### config.mk
export PLATFORM = sky130hd
export DESIGN_NAME = muldiv_hilo_unit
export DESIGN_NICKNAME = d
export VERILOG_FILES = /design/src/rtl/muldiv_pkg.sv /design/src/rtl/seq_div_step.sv /design/src/rtl/muldiv_hilo_unit.sv
export SDC_FILE = /design/constraint.sdc
export NUM_CORES = 1
export LEC_CHECK = 0
export BUFFER_PORTS_ARGS = -buffer_cell sky130_fd_sc_hd__clkbuf_2
export CORE_MARGIN = 5
export CORE_UTILIZATION = 60
export CTS_BUF_LIST = sky130_fd_sc_hd__clkbuf_8
export DETAILED_ROUTE_END_ITERATION = 10
export PLACE_DENSITY = 0.81
export REMOVE_ABC_BUFFERS = 1
export SLEW_MARGIN = 0
export SYNTH_ARGS = -nofsm -noshare
export SYNTH_HDL_FRONTEND = slang
export SYNTH_HIERARCHICAL = 1
export SYNTH_SLANG_ARGS = --single-unit
export TNS_END_PERCENT = 50
### constraint.sdc
create_clock -name clk -period 7.35 [get_ports clk]
set_clock_uncertainty 0.15 [all_clocks]
set_input_delay 1.1025 -clock clk [delete_from_list [all_inputs] [get_ports clk]]
set_output_delay 1.1025 -clock clk [all_outputs]
set_load 0.01 [all_outputs]
### src/rtl/muldiv_pkg.sv
// Shared encodings for the HI/LO multiply/divide sequencer.
package muldiv_pkg;

   localparam int DEF_WIDTH = 32;

   localparam logic [2:0] OP_MULT  = 3'd0;
   localparam logic [2:0] OP_MULTU = 3'd1;
   localparam logic [2:0] OP_DIV   = 3'd2;
   localparam logic [2:0] OP_DIVU  = 3'd3;
   localparam logic [2:0] OP_MTHI  = 3'd4;
   localparam logic [2:0] OP_MTLO  = 3'd5;

   typedef enum logic [1:0] {
      IDLE,
      CALC,
      FIX
   } state_t;

endpackage

### src/rtl/seq_div_step.sv
// One restoring-divide iteration: shift rem:quo left, trial-subtract divisor.
module seq_div_step
   import muldiv_pkg::*;
#(
   parameter int WIDTH = DEF_WIDTH
) (
   input  logic [WIDTH-1:0] rem_in,
   input  logic [WIDTH-1:0] quo_in,
   input  logic [WIDTH-1:0] divisor,
   output logic [WIDTH-1:0] rem_out,
   output logic [WIDTH-1:0] quo_out
);

   logic [WIDTH:0]   shifted;
   logic [WIDTH-1:0] diff;
   logic             borrow;

   assign shifted = {rem_in, quo_in[WIDTH-1]};
   assign borrow  = shifted < {1'b0, divisor};
   // Low bits of the difference are exact whenever there is no borrow.
   assign diff    = shifted[WIDTH-1:0] - divisor;

   assign rem_out = borrow ? shifted[WIDTH-1:0] : diff;
   assign quo_out = {quo_in[WIDTH-2:0], ~borrow};

endmodule

### src/rtl/muldiv_hilo_unit.sv
// HI/LO owner: 1-bit-per-cycle shift-add multiply and restoring divide,
// plus MTHI/MTLO writes while idle.
module muldiv_hilo_unit
   import muldiv_pkg::*;
#(
   parameter int WIDTH = DEF_WIDTH
) (
   input  logic             clk,
   input  logic             rst,
   input  logic             start,
   input  logic [2:0]       op,
   input  logic [WIDTH-1:0] rs_data,
   input  logic [WIDTH-1:0] rt_data,
   output logic             busy,
   output logic             done,
   output logic [WIDTH-1:0] hi,
   output logic [WIDTH-1:0] lo
);

   localparam int CW = $clog2(WIDTH);

   state_t             state;
   logic [CW-1:0]      count;
   logic [2*WIDTH-1:0] acc;
   logic [WIDTH-1:0]   opnd;
   logic [WIDTH-1:0]   rs_raw;
   logic               is_div;
   logic               neg_res;
   logic               neg_rem;
   logic               div_zero;

   logic               sgn_op;
   logic               a_neg;
   logic               b_neg;
   logic [WIDTH-1:0]   a_abs;
   logic [WIDTH-1:0]   b_abs;
   logic [WIDTH:0]     msum;
   logic [2*WIDTH-1:0] mul_nxt;
   logic [2*WIDTH-1:0] prod;
   logic [WIDTH-1:0]   rem_nxt;
   logic [WIDTH-1:0]   quo_nxt;

   assign sgn_op = ~op[0];
   assign a_neg  = sgn_op & rs_data[WIDTH-1];
   assign b_neg  = sgn_op & rt_data[WIDTH-1];
   assign a_abs  = a_neg ? -rs_data : rs_data;
   assign b_abs  = b_neg ? -rt_data : rt_data;

   // Multiplier sits in the low half; the add carry becomes the new MSB.
   assign msum    = {1'b0, acc[2*WIDTH-1:WIDTH]} + {1'b0, opnd};
   assign mul_nxt = acc[0] ? {msum, acc[WIDTH-1:1]}
                           : {1'b0, acc[2*WIDTH-1:1]};
   assign prod    = neg_res ? -acc : acc;

   seq_div_step #(.WIDTH(WIDTH)) u_step (
      .rem_in  (acc[2*WIDTH-1:WIDTH]),
      .quo_in  (acc[WIDTH-1:0]),
      .divisor (opnd),
      .rem_out (rem_nxt),
      .quo_out (quo_nxt)
   );

   assign busy = (state != IDLE);

   always_ff @(posedge clk or posedge rst) begin
      if (rst) begin
         state    <= IDLE;
         count    <= '0;
         acc      <= '0;
         opnd     <= '0;
         rs_raw   <= '0;
         is_div   <= 1'b0;
         neg_res  <= 1'b0;
         neg_rem  <= 1'b0;
         div_zero <= 1'b0;
         done     <= 1'b0;
         hi       <= '0;
         lo       <= '0;
      end else begin
         done <= 1'b0;
         unique case (state)
            IDLE: begin
               if (start) begin
                  unique case (1'b1)
                     (op <= OP_DIVU): begin
                        acc      <= {{WIDTH{1'b0}}, a_abs};
                        opnd     <= b_abs;
                        rs_raw   <= rs_data;
                        is_div   <= op[1];
                        neg_res  <= a_neg ^ b_neg;
                        neg_rem  <= a_neg;
                        div_zero <= op[1] & (rt_data == '0);
                        count    <= CW'(WIDTH - 1);
                        state    <= CALC;
                     end
                     (op == OP_MTHI): hi <= rs_data;
                     (op == OP_MTLO): lo <= rs_data;
                     default: ;
                  endcase
               end
            end
            CALC: begin
               acc   <= is_div ? {rem_nxt, quo_nxt} : mul_nxt;
               count <= count - CW'(1);
               if (count == '0) state <= FIX;
            end
            FIX: begin
               if (div_zero) begin
                  hi <= rs_raw;
                  lo <= '1;
               end else if (is_div) begin
                  hi <= neg_rem ? -acc[2*WIDTH-1:WIDTH] : acc[2*WIDTH-1:WIDTH];
                  lo <= neg_res ? -acc[WIDTH-1:0] : acc[WIDTH-1:0];
               end else begin
                  hi <= prod[2*WIDTH-1:WIDTH];
                  lo <= prod[WIDTH-1:0];
               end
               done  <= 1'b1;
               state <= IDLE;
            end
            default: state <= IDLE;
         endcase
      end
   end

endmodule
Yosys cells after proc, flatten, opt, wreduce, memory -nomap -nowiden:

Index checks and enable logic that the tools add are counted.

* logic and storage cells: 77
* bits of input ports: 70
* output and inout port bits: 66
* bits in registers: 204

* multiplexer cells: 29
* order comparisons: 2
* reduce and logical (&&, ||, !) cells: 11
* add/sub/neg operators: 8
* bitwise gates (word level): 6
* equal/unequal tests: 9

Operators with widths (count)
* two-way mux 32 bit: 13
* two-way mux 64 bit: 5
* negator 32 bit: 4
* case mux 32 bit (2 select lines): 2
* case mux 64 bit (2 select lines): 1
* negator 64 bit: 1
* adder 32 x 32 -> 33 bit: 1
* less-than comparator 33 x 32 -> 1 bit: 1
* zero test 32 bit: 1
* subtractor 32 bit: 1
* AND reduction 3 bit: 5
* two-way mux 5 bit: 2
* != test 2 bit (second input constant): 5
* case mux 5 bit (2 select lines): 1
* equality test 3 bit (second input constant): 2
* two-way mux 2 bit: 3
* nonzero test 2 bit: 3
* zero test 5 bit: 1
* subtractor 5 x 1 -> 5 bit (second input constant): 1
* case mux 2 bit (2 select lines): 1
* AND 1 bit: 3
* <= comparator 3 x 2 -> 1 bit (second input constant): 1
* equality test 2 x 1 -> 1 bit (second input constant): 1
* equality test 2 bit (second input constant): 1
* other kinds (4): 5

Longest topological paths before layout:

Gate-level depths: netlist of run 1.

* word-level depth: 6
* gate-level depth with buffers: 17
* gate-level depth less buffers: 15

Hierarchy:

The synthesis of run 1 kept the hierarchy.

Modules (own cells, without submodules)
* muldiv_hilo_unit: area an instance 13686.9 um2, instances 1, sequential area each 5104.9 um2, cells an instance 1664
* seq_div_step: area an instance 2662.6 um2, instances 1, sequential area each 0.0 um2, cells an instance 404

Worst setup path after synthesis of run 1:

No wires, ideal clock.

* path type: input -> register
* start point: input rs_data[11]
* end point: register acc[28]
* slack: 3965 ps
* arrival time: 3093 ps
* cell stages on the path: 8
* required time: 7058 ps
* library setup time: 142 ps
* path buffers: 1
* cells stage by stage: buf_2 > or4_4 > nor4_4 > nand4b_1 > or4_4 > o41ai_2 > xor2_1 > o221ai_1

* longest elaborated chain between the ends: 5

RTL lines
* start, declared: RTL line muldiv_hilo_unit.sv:12 `input logic [WIDTH-1:0] rs_data,`
* negator 32 bit: RTL line muldiv_hilo_unit.sv:46 `assign a_abs = a_neg ? -rs_data : rs_data;`
* two-way mux 32 bit: RTL line muldiv_hilo_unit.sv:46
* two-way mux 64 bit: RTL line muldiv_hilo_unit.sv:84 `unique case (1'b1)`
* two-way mux 64 bit: RTL line muldiv_hilo_unit.sv:83 `if (start) begin`
* case mux 64 bit (2 select lines): RTL line muldiv_hilo_unit.sv:81 `unique case (state)`
* end signal, assigned: RTL line muldiv_hilo_unit.sv:86 `acc <= {{WIDTH{1'b0}}, a_abs};`
* end signal, assigned: RTL line muldiv_hilo_unit.sv:103 `acc <= is_div ? {rem_nxt, quo_nxt} : mul_nxt;`
* end, declared: RTL line muldiv_hilo_unit.sv:24 `logic [2*WIDTH-1:0] acc;`

Every way passes these cells. The select of a mux whose other input is x is not followed.
A chain may end at the register's enable or synchronous reset.

Worst setup path after layout of run 1:

* start point: register acc[35]
* end point: register acc[61]

* longest elaborated chain between the ends: 4
* elaborated cells between the ends (all ways): 7
* those cells by class: add/sub: 2; order compare: 1; mux: 4

RTL lines
* subtractor 32 bit or less-than comparator 33 x 32 -> 1 bit (tied branches): RTL line seq_div_step.sv:21, seq_div_step.sv:19
* two-way mux 32 bit (*): RTL line seq_div_step.sv:23 `assign rem_out = borrow ? shifted[WIDTH-1:0] : diff;`
* net rem_nxt[29]: RTL line muldiv_hilo_unit.sv:40 `logic [WIDTH-1:0] rem_nxt;`
* two-way mux 64 bit (*): RTL line muldiv_hilo_unit.sv:103
* case mux 64 bit (2 select lines) (*): RTL line muldiv_hilo_unit.sv:81

The timed path passes the listed nets; every way through them passes the cells marked *.

==> results.py, run 1 <==
metrics = {
    "timing": {
        "tns_ns": 0,
        "rsz0062_at_grt": "false",
        "drv_slew": 0,
        "period_share_pct": 52.2,
        "hold_viol": 0,
        "worstMarginPinSlew_ns": 1.33,
        "max_freq_mhz": 261,
        "final-setup-viol-count": 0,
        "period_needed_ns": 3.84,
        "slew_headroom_pct": 11.2,
    },
    "worst_setup_path": {
        "crit_family": "compound AO/OA/AOI/OAI gates",
        "worst-path-buf-inv": 1,
        "crit_chain": "ha_1 > a21oi_1 > nand2_1 > o21ai_1 > a311oi_2 > nor3_4 > buf_4 > a211oi_1 > nor3_1 > o22ai_1 > or3_1 > mux2i_1 > a221o_1",
        "rrSetupSlack_ns": 3.51,
        "r2r_cells": 13,
        "worstPathArrival_ns": 4.15,
        "crit_type": "flip-flop to flip-flop",
        "required_ns": 7.66,
        "worstPathMaxFanout": 50,
        "r2r_start": "acc[35]$_DFFE_PP0P_",
        "cp_slowest_cell": "dfrtp_1",
        "r2r_end": "acc[61]$_DFFE_PP0P_",
        "slowest_delay_ns": 0.50,
        "critical_path.startpoint_type": "flip-flop",
        "cp-end-kind": "flip-flop",
    },
    "logic_synthesis": {
        "ys_warn_count": 6,
        "synth_compound_area_share_pct": 26.0,
        "yosys.area_share.xor_xnor_pct": 8.46,
        "yosysSeqAreaShare_pct": 31.2,
        "syn_inst": 2068,
        "ys_ff_latch": 204,
        "synth-edff-count": 0,
        "synth_mux_area_share_pct": 3.23,
        "synthDistinctLibCells": 92,
        "avgSynthCellArea_um2": 7.91,
        "synth_area_um2": 16300,
        "synth_top_family_by_area": "compound AO/OA/AOI/OAI gates",
        "synth_simple_gate_area_share_pct": 19.2,
        "async_flop_share_pct": 100,
        "synth_flop_cell": "dfrtp_1",
        "synthAdderAreaFrac_pct": 5.60,
    },
    "cells_and_area": {
        "syn_to_final_growth_pct": 8.17,
        "final_layout_size_suffix_gt1_share_pct": 12.8,
        "stdcell_count": 2468,
        "num_antenna_cells": 0,
        "final_cell_mix": "348 x nand2_1, 230 x o21ai_0, 203 x dfrtp_1",
        "fin_area_um2": 17700,
        "nets": 2242,
        "final_common_cell": "nand2_1",
    },
    "clock_network": {
        "cts_sinks": 204,
        "insertion_delay_ns": 0.55,
        "clk_path_buf_depth": 3,
        "h-tree-depth": 2,
        "clk_pin_slew_worst_paths_ns": 0.06,
        "cts_resized": 0,
        "cts_buffers": 39,
        "cts_tree": "built",
        "cts_setup_buffers": 0,
        "cts_hold_buf": 0,
        "cts_root_buffer": "clkbuf_8",
    },
    "die": {
        "die-area_um2": 30600,
        "rows": 60,
        "die_y_um": 175,
        "ioPinCount": 136,
        "initial_core_util_pct": 60.8,
        "core_um2": 26900,
        "die-width_um": 175,
    },
    "global_routing": {
        "overflow": 0,
        "grt.total_usage_pct": 33.1,
        "grt_pass1_wl_um": 83200,
        "antenna_found_initial": 0,
        "first_global_vias": 15504,
        "grt_max_degree": 152,
    },
    "routing": {
        "drt_first_iter_violations": 1646,
        "vias": 16120,
        "drt-vias-per-instance": 6.53,
        "route.detailed.drc": 0,
        "firstDrtPassIters": 6,
        "wl_per_cell_um": 21.0,
        "antenna_left": 0,
        "drt-total-wl_um": 51800,
    },
    "power_and_ir_drop": {
        "clockPowerShare_pct": 11.9,
        "combinationalPowerShare_pct": 63.6,
        "total_power_w": 0.0101,
        "max-vdd-ir-drop_v": 0.000227,
        "power_switching_w": 0.00514,
        "powerDensity_nw_per_um2": 574,
        "switching_share_pct": 50.6,
        "p_int_w": 0.00501,
        "power_frac_seq_pct": 24.5,
        "cellLeakagePower_nw": 7.75,
    },
    "min_path": {
        "hold_depth": 2,
        "min_path_type": "flip-flop to flip-flop",
        "hp-start": "lo[13]$_DFFE_PP0P_",
        "hold_end": "lo[13]$_DFFE_PP0P_",
    },
    "flow_run": {
        "cap_violations": 0,
    },
    "place": {
        "gp_congestion": 0.972,
        "place_area_um2": 16900,
        "dp_cells": 2400,
        "port_buffers": 135,
        "dp_hpwl_um": 36900,
    },
    "run_status": {
        "status": "complete, no violations",
    },
}
## flip-flops by register name, indices dropped and copies added, names as in the netlist, 2 cells and up
signal and cells:
state 2, opnd 32, acc 64, hi 32, rs_raw 32, lo 32
count 5
## layer usage
| metal | vias to the layer above | share of wire (%) | GRT usage, % |
|---|---|---|---|
| met5 | - | 0 | 0 |
| met4 | 0 | 4.1 | 13.5 |
| met1 | 7612 | 41 | 44.8 |
| met2 | 891 | 46 | 53.6 |
| met3 | 156 | 9.2 | 4.91 |
| li1 | 7461 | - | - |
## power groups by stage
stage / Sequential [W] / Combinational, W / Clock (W)
floorplan: 0.00232 / 0.00463 / 0
global placement: 0.00245 / 0.00621 / 0
detailed placement: 0.00247 / 0.00630 / 0
CTS: 0.00245 / 0.00634 / 0.00122
global route: 0.00255 / 0.00711 / 0.00128
finish: 0.00248 / 0.00645 / 0.00121
## logic make-up after synthesis
family,after synthesis
AOI/OAI and AO/OA,666
adders and majority gates,72
buffers and inverters,231
muxes,51
xor gates and xnor gates,158
and+or+nand+nor,686
DFF,204
## cells in the mapped netlist (6+ instances only)
master | count | area share (%)
nor2_1 | 133 | 3.1
dfrtp_1 | 204 | 31
xnor2_1 | 101 | 5.4
o21ai_1 | 17 | 0.52
and3_1 | 11 | 0.42
buf_2 | 11 | 0.34
a21o_1 | 25 | 1.1
buf_4 | 32 | 1.5
a31oi_1 | 21 | 0.80
a32oi_1 | 8 | 0.43
nor4_1 | 14 | 0.54
xor2_1 | 57 | 3.1
nand2_1 | 349 | 8.0
or3_1 | 13 | 0.50
o22ai_1 | 45 | 1.7
o41ai_1 | 10 | 0.54
and2_1 | 8 | 0.31
mux2_2 | 6 | 0.41
o21bai_1 | 8 | 0.37
buf_1 | 12 | 0.28
nand2b_1 | 12 | 0.46
a211oi_1 | 30 | 1.4
o221ai_1 | 12 | 0.64
or2_2 | 10 | 0.38
inv_1 | 65 | 1.5
clkbuf_1 | 104 | 2.4
a21oi_1 | 112 | 3.4
nand3_1 | 29 | 0.89
o31ai_1 | 35 | 1.6
mux2i_1 | 43 | 2.6
nor3_1 | 36 | 1.1
a211o_1 | 6 | 0.32
nand4_1 | 10 | 0.38
or4_1 | 10 | 0.46
o211ai_1 | 14 | 0.64
a21boi_0 | 7 | 0.32
o21a_1 | 10 | 0.46
a221oi_1 | 8 | 0.43
ha_1 | 70 | 5.4
nor2b_1 | 17 | 0.65
a222oi_1 | 11 | 0.67
o21ai_0 | 230 | 7.0
## worst reg2reg max path, delay by kind of cell, from the launching register on
kind | cells | cell delay, ns
AO/OA/AOI/OAI | 6 | 1.16
adder cells (fa/ha/maj) | 1 | 0.47
buffers and inverters | 1 | 0.47
flip-flops | 1 | 0.50
multiplexers | 1 | 0.13
AND/OR/NAND/NOR | 4 | 0.88
## per-stage QoR
step / utilization [%] / hold slack (ns) / setup slack (ns)
floorplan: - / 0.296 / 0.530
global placement: 62.7 / 0.308 / 3.61
detailed placement: 62.7 / 0.316 / 3.53
CTS: 65.8 / 0.329 / 3.53
global route: 65.8 / 0.349 / 3.30
finish: 65.8 / 0.326 / 3.51
## layout make-up
type | instances | area, um^2
tap | 341 | 427
timing repair buffer | 154 | 818
fill | 2337 | 9190
clock inverter | 17 | 131
clock buffer | 51 | 702
multi-input combinational | 1633 | 10200
sequential | 204 | 5110
inverter | 68 | 263
## how the worst max path moves through the flow
stage | startpoint | to | slack [ns] | depth (start not counted)
final | acc[35]$_DFFE_PP0P_ | acc[61]$_DFFE_PP0P_ | 3.51 | 13
after global routing | acc[35]$_DFFE_PP0P_ | acc[61]$_DFFE_PP0P_ | 3.30 | 13
after CTS | acc[35]$_DFFE_PP0P_ | acc[61]$_DFFE_PP0P_ | 3.53 | 13
after detailed placement | op[0] | hi[31]$_DFFE_PP0P_ | 3.53 | 7
after global placement | op[0] | hi[31]$_DFFE_PP0P_ | 3.61 | 7
after floorplan | rst | acc[0]$_DFFE_PP0P_ | 0.53 | 1
No activity file was read; power rests on OpenSTA's default activity.
==> run 2: changes to the inputs <==
==> constraint.sdc (replaced) <==
create_clock -name clk -period 3.54 [get_ports clk]
set_clock_uncertainty 0.15 [all_clocks]
set_input_delay 0.531 -clock clk [delete_from_list [all_inputs] [get_ports clk]]
set_output_delay 0.531 -clock clk [all_outputs]
set_load 0.01 [all_outputs]
==> results.py, run 2 (synthesis gave the netlist of run 1 again) <==
metrics = {
    "die": {
        "die-area_um2": 30600,
        "rows": 60,
        "ioPinCount": 136,
        "die-width_um": 175,
        "initial_core_util_pct": 60.8,
        "core_um2": 26900,
        "die_y_um": 175,
    },
    "power_and_ir_drop": {
        "cellLeakagePower_nw": 8.12,
        "powerDensity_nw_per_um2": 1180,
        "total_power_w": 0.0215,
        "max-vdd-ir-drop_v": 0.000501,
    },
    "cells_and_area": {
        "final_cell_mix": "348 x nand2_1, 228 x o21ai_0, 203 x dfrtp_1",
        "num_antenna_cells": 0,
        "fill_cells": 2298,
        "largest_reg_flops": 64,
        "final_layout_size_suffix_gt1_share_pct": 15.8,
        "syn_to_final_growth_pct": 11.8,
        "stdcell_count": 2544,
        "final_common_cell": "nand2_1",
        "regMostFlops": "acc",
        "nets": 2317,
    },
    "worst_setup_path": {
        "rrSetupSlack_ns": 0.20,
        "critical_path.startpoint_type": "flip-flop",
        "worstPathMaxFanout": 6,
        "setup.worst_path.start": "opnd[11]$_DFFE_PP0P_",
        "crit_type": "flip-flop to flip-flop",
        "r2r_end": "acc[61]$_DFFE_PP0P_",
        "r2r_start": "opnd[11]$_DFFE_PP0P_",
        "worstPathArrival_ns": 3.64,
        "cp-end-kind": "flip-flop",
        "r2r_cells": 15,
        "required_ns": 3.84,
    },
    "timing": {
        "max_freq_mhz": 299,
        "final-setup-viol-count": 0,
        "hold_viol": 0,
        "period_share_pct": 94.3,
        "worstMarginPinSlew_ns": 1.01,
        "slew_headroom_pct": 32.4,
        "period_needed_ns": 3.34,
        "rsz0062_at_grt": "false",
        "drv_slew": 0,
    },
    "global_routing": {
        "grt.total_usage_pct": 33.5,
        "antenna_found_initial": 0,
        "grt_pass1_wl_um": 83600,
        "overflow": 0,
        "first_global_vias": 16008,
        "grt_max_degree": 104,
    },
    "min_path": {
        "hold_depth": 3,
        "hp-start": "rt_data[24]",
        "min_path_type": "input pin to flip-flop",
        "hold_end": "opnd[24]$_DFFE_PP0P_",
    },
    "clock_network": {
        "cts_buffers": 38,
        "cts_root_buffer": "clkbuf_8",
        "cts_tree": "built",
        "clk_path_buf_depth": 3,
        "clk_pin_slew_worst_paths_ns": 0.06,
        "h-tree-depth": 2,
        "cts_sinks": 204,
        "insertion_delay_ns": 0.57,
    },
    "routing": {
        "vias": 16203,
        "drt-total-wl_um": 52300,
        "firstDrtPassIters": 6,
        "drt_first_iter_violations": 1375,
        "drt-vias-per-instance": 6.37,
        "wl_per_cell_um": 20.6,
        "route.detailed.drc": 0,
        "antenna_left": 0,
    },
    "place": {
        "dp_hpwl_um": 39000,
        "dp_cells": 2472,
        "port_buffers": 135,
        "gp_congestion": 0.972,
    },
    "flow_run": {
        "cap_violations": 0,
    },
    "run_status": {
        "status": "complete, no violations",
    },
}
==> run 2: how the worst max path moves through the flow <==
stage / cells past startpoint / slack, ns / endpoint
after detailed placement: 13 / 0.19 / acc[61]$_DFFE_PP0P_
after global routing: 14 / 0.006 / acc[61]$_DFFE_PP0P_
final: 15 / 0.20 / acc[61]$_DFFE_PP0P_
after CTS: 14 / 0.17 / acc[61]$_DFFE_PP0P_
after floorplan: 1 / -2.71 / acc[0]$_DFFE_PP0P_
after global placement: 15 / 0.23 / acc[61]$_DFFE_PP0P_
==> run 2: final cells by class <==
cell class | count | area (um^2) | share of cell area [%]
Timing Repair Buffer | 230 | 1430 | 7.82
Tap cell | 341 | 427 | 2.33
Clock inverter | 18 | 106 | 0.582
Multi-Input combinational cell | 1633 | 10300 | 56.1
Inverter | 68 | 263 | 1.44
Sequential cell | 204 | 5110 | 27.9
Clock buffer | 50 | 688 | 3.76
==> run 2: per-stage QoR <==
step | hold slack (ns) | setup TNS, ns | utilization (%) | setup slack [ns] | cell area, um^2
2_1_floorplan | 0.296 | -590.18 | - | -2.71 | 15600
3_3_place_gp | 0.307 | 0 | 64.8 | 0.230 | 17400
3_5_place_dp | 0.318 | 0 | 64.8 | 0.193 | 17400
4_1_cts | 0.105 | 0 | 67.8 | 0.168 | 18200
5_1_grt | 0.132 | 0 | 68.0 | 0.00602 | 18300
6_report | 0.120 | 0 | 68.0 | 0.201 | 18300
==> run 2: layer usage <==
| layer | wire length, um | global-route usage, % | share of wire [%] | up-vias |
|---|---|---|---|---|
| met5 | 0 | 0 | 0 | - |
| met4 | 2240 | 14.0 | 4.3 | 0 |
| met3 | 4030 | 5.21 | 7.7 | 161 |
| met2 | 24400 | 56.2 | 47 | 759 |
| met1 | 21600 | 43.2 | 41 | 7660 |
| li1 | - | - | - | 7623 |
==> run 2: critical path, stage by stage, from the launching register on <==
cell	delay (ns)
dfrtp_1	0.39
inv_1	0.07
ha_1	0.40
and4_1	0.21
and3_1	0.21
o21ai_4	0.09
a311oi_2	0.45
nor3_4	0.12
buf_4	0.17
a211oi_1	0.21
nor3_1	0.08
o22ai_1	0.18
nor2_1	0.08
nand2_1	0.08
mux2i_1	0.07
a221o_1	0.27
==> run 2: power breakdown <==
part	internal (W)	switching (W)
clock	0.00134	0.00107
sequential	0.00351	0.00111
combinational	0.00596	0.00852
==> run 2: timing repair <==
action / 4_1_cts / 5_1_grt
hold endpoints to repair: 2 / 0
setup endpoints to repair: 0 / 4
setup buffers: 0 / 3
resized for setup: 0 / 9
hold buffers: 1 / 0
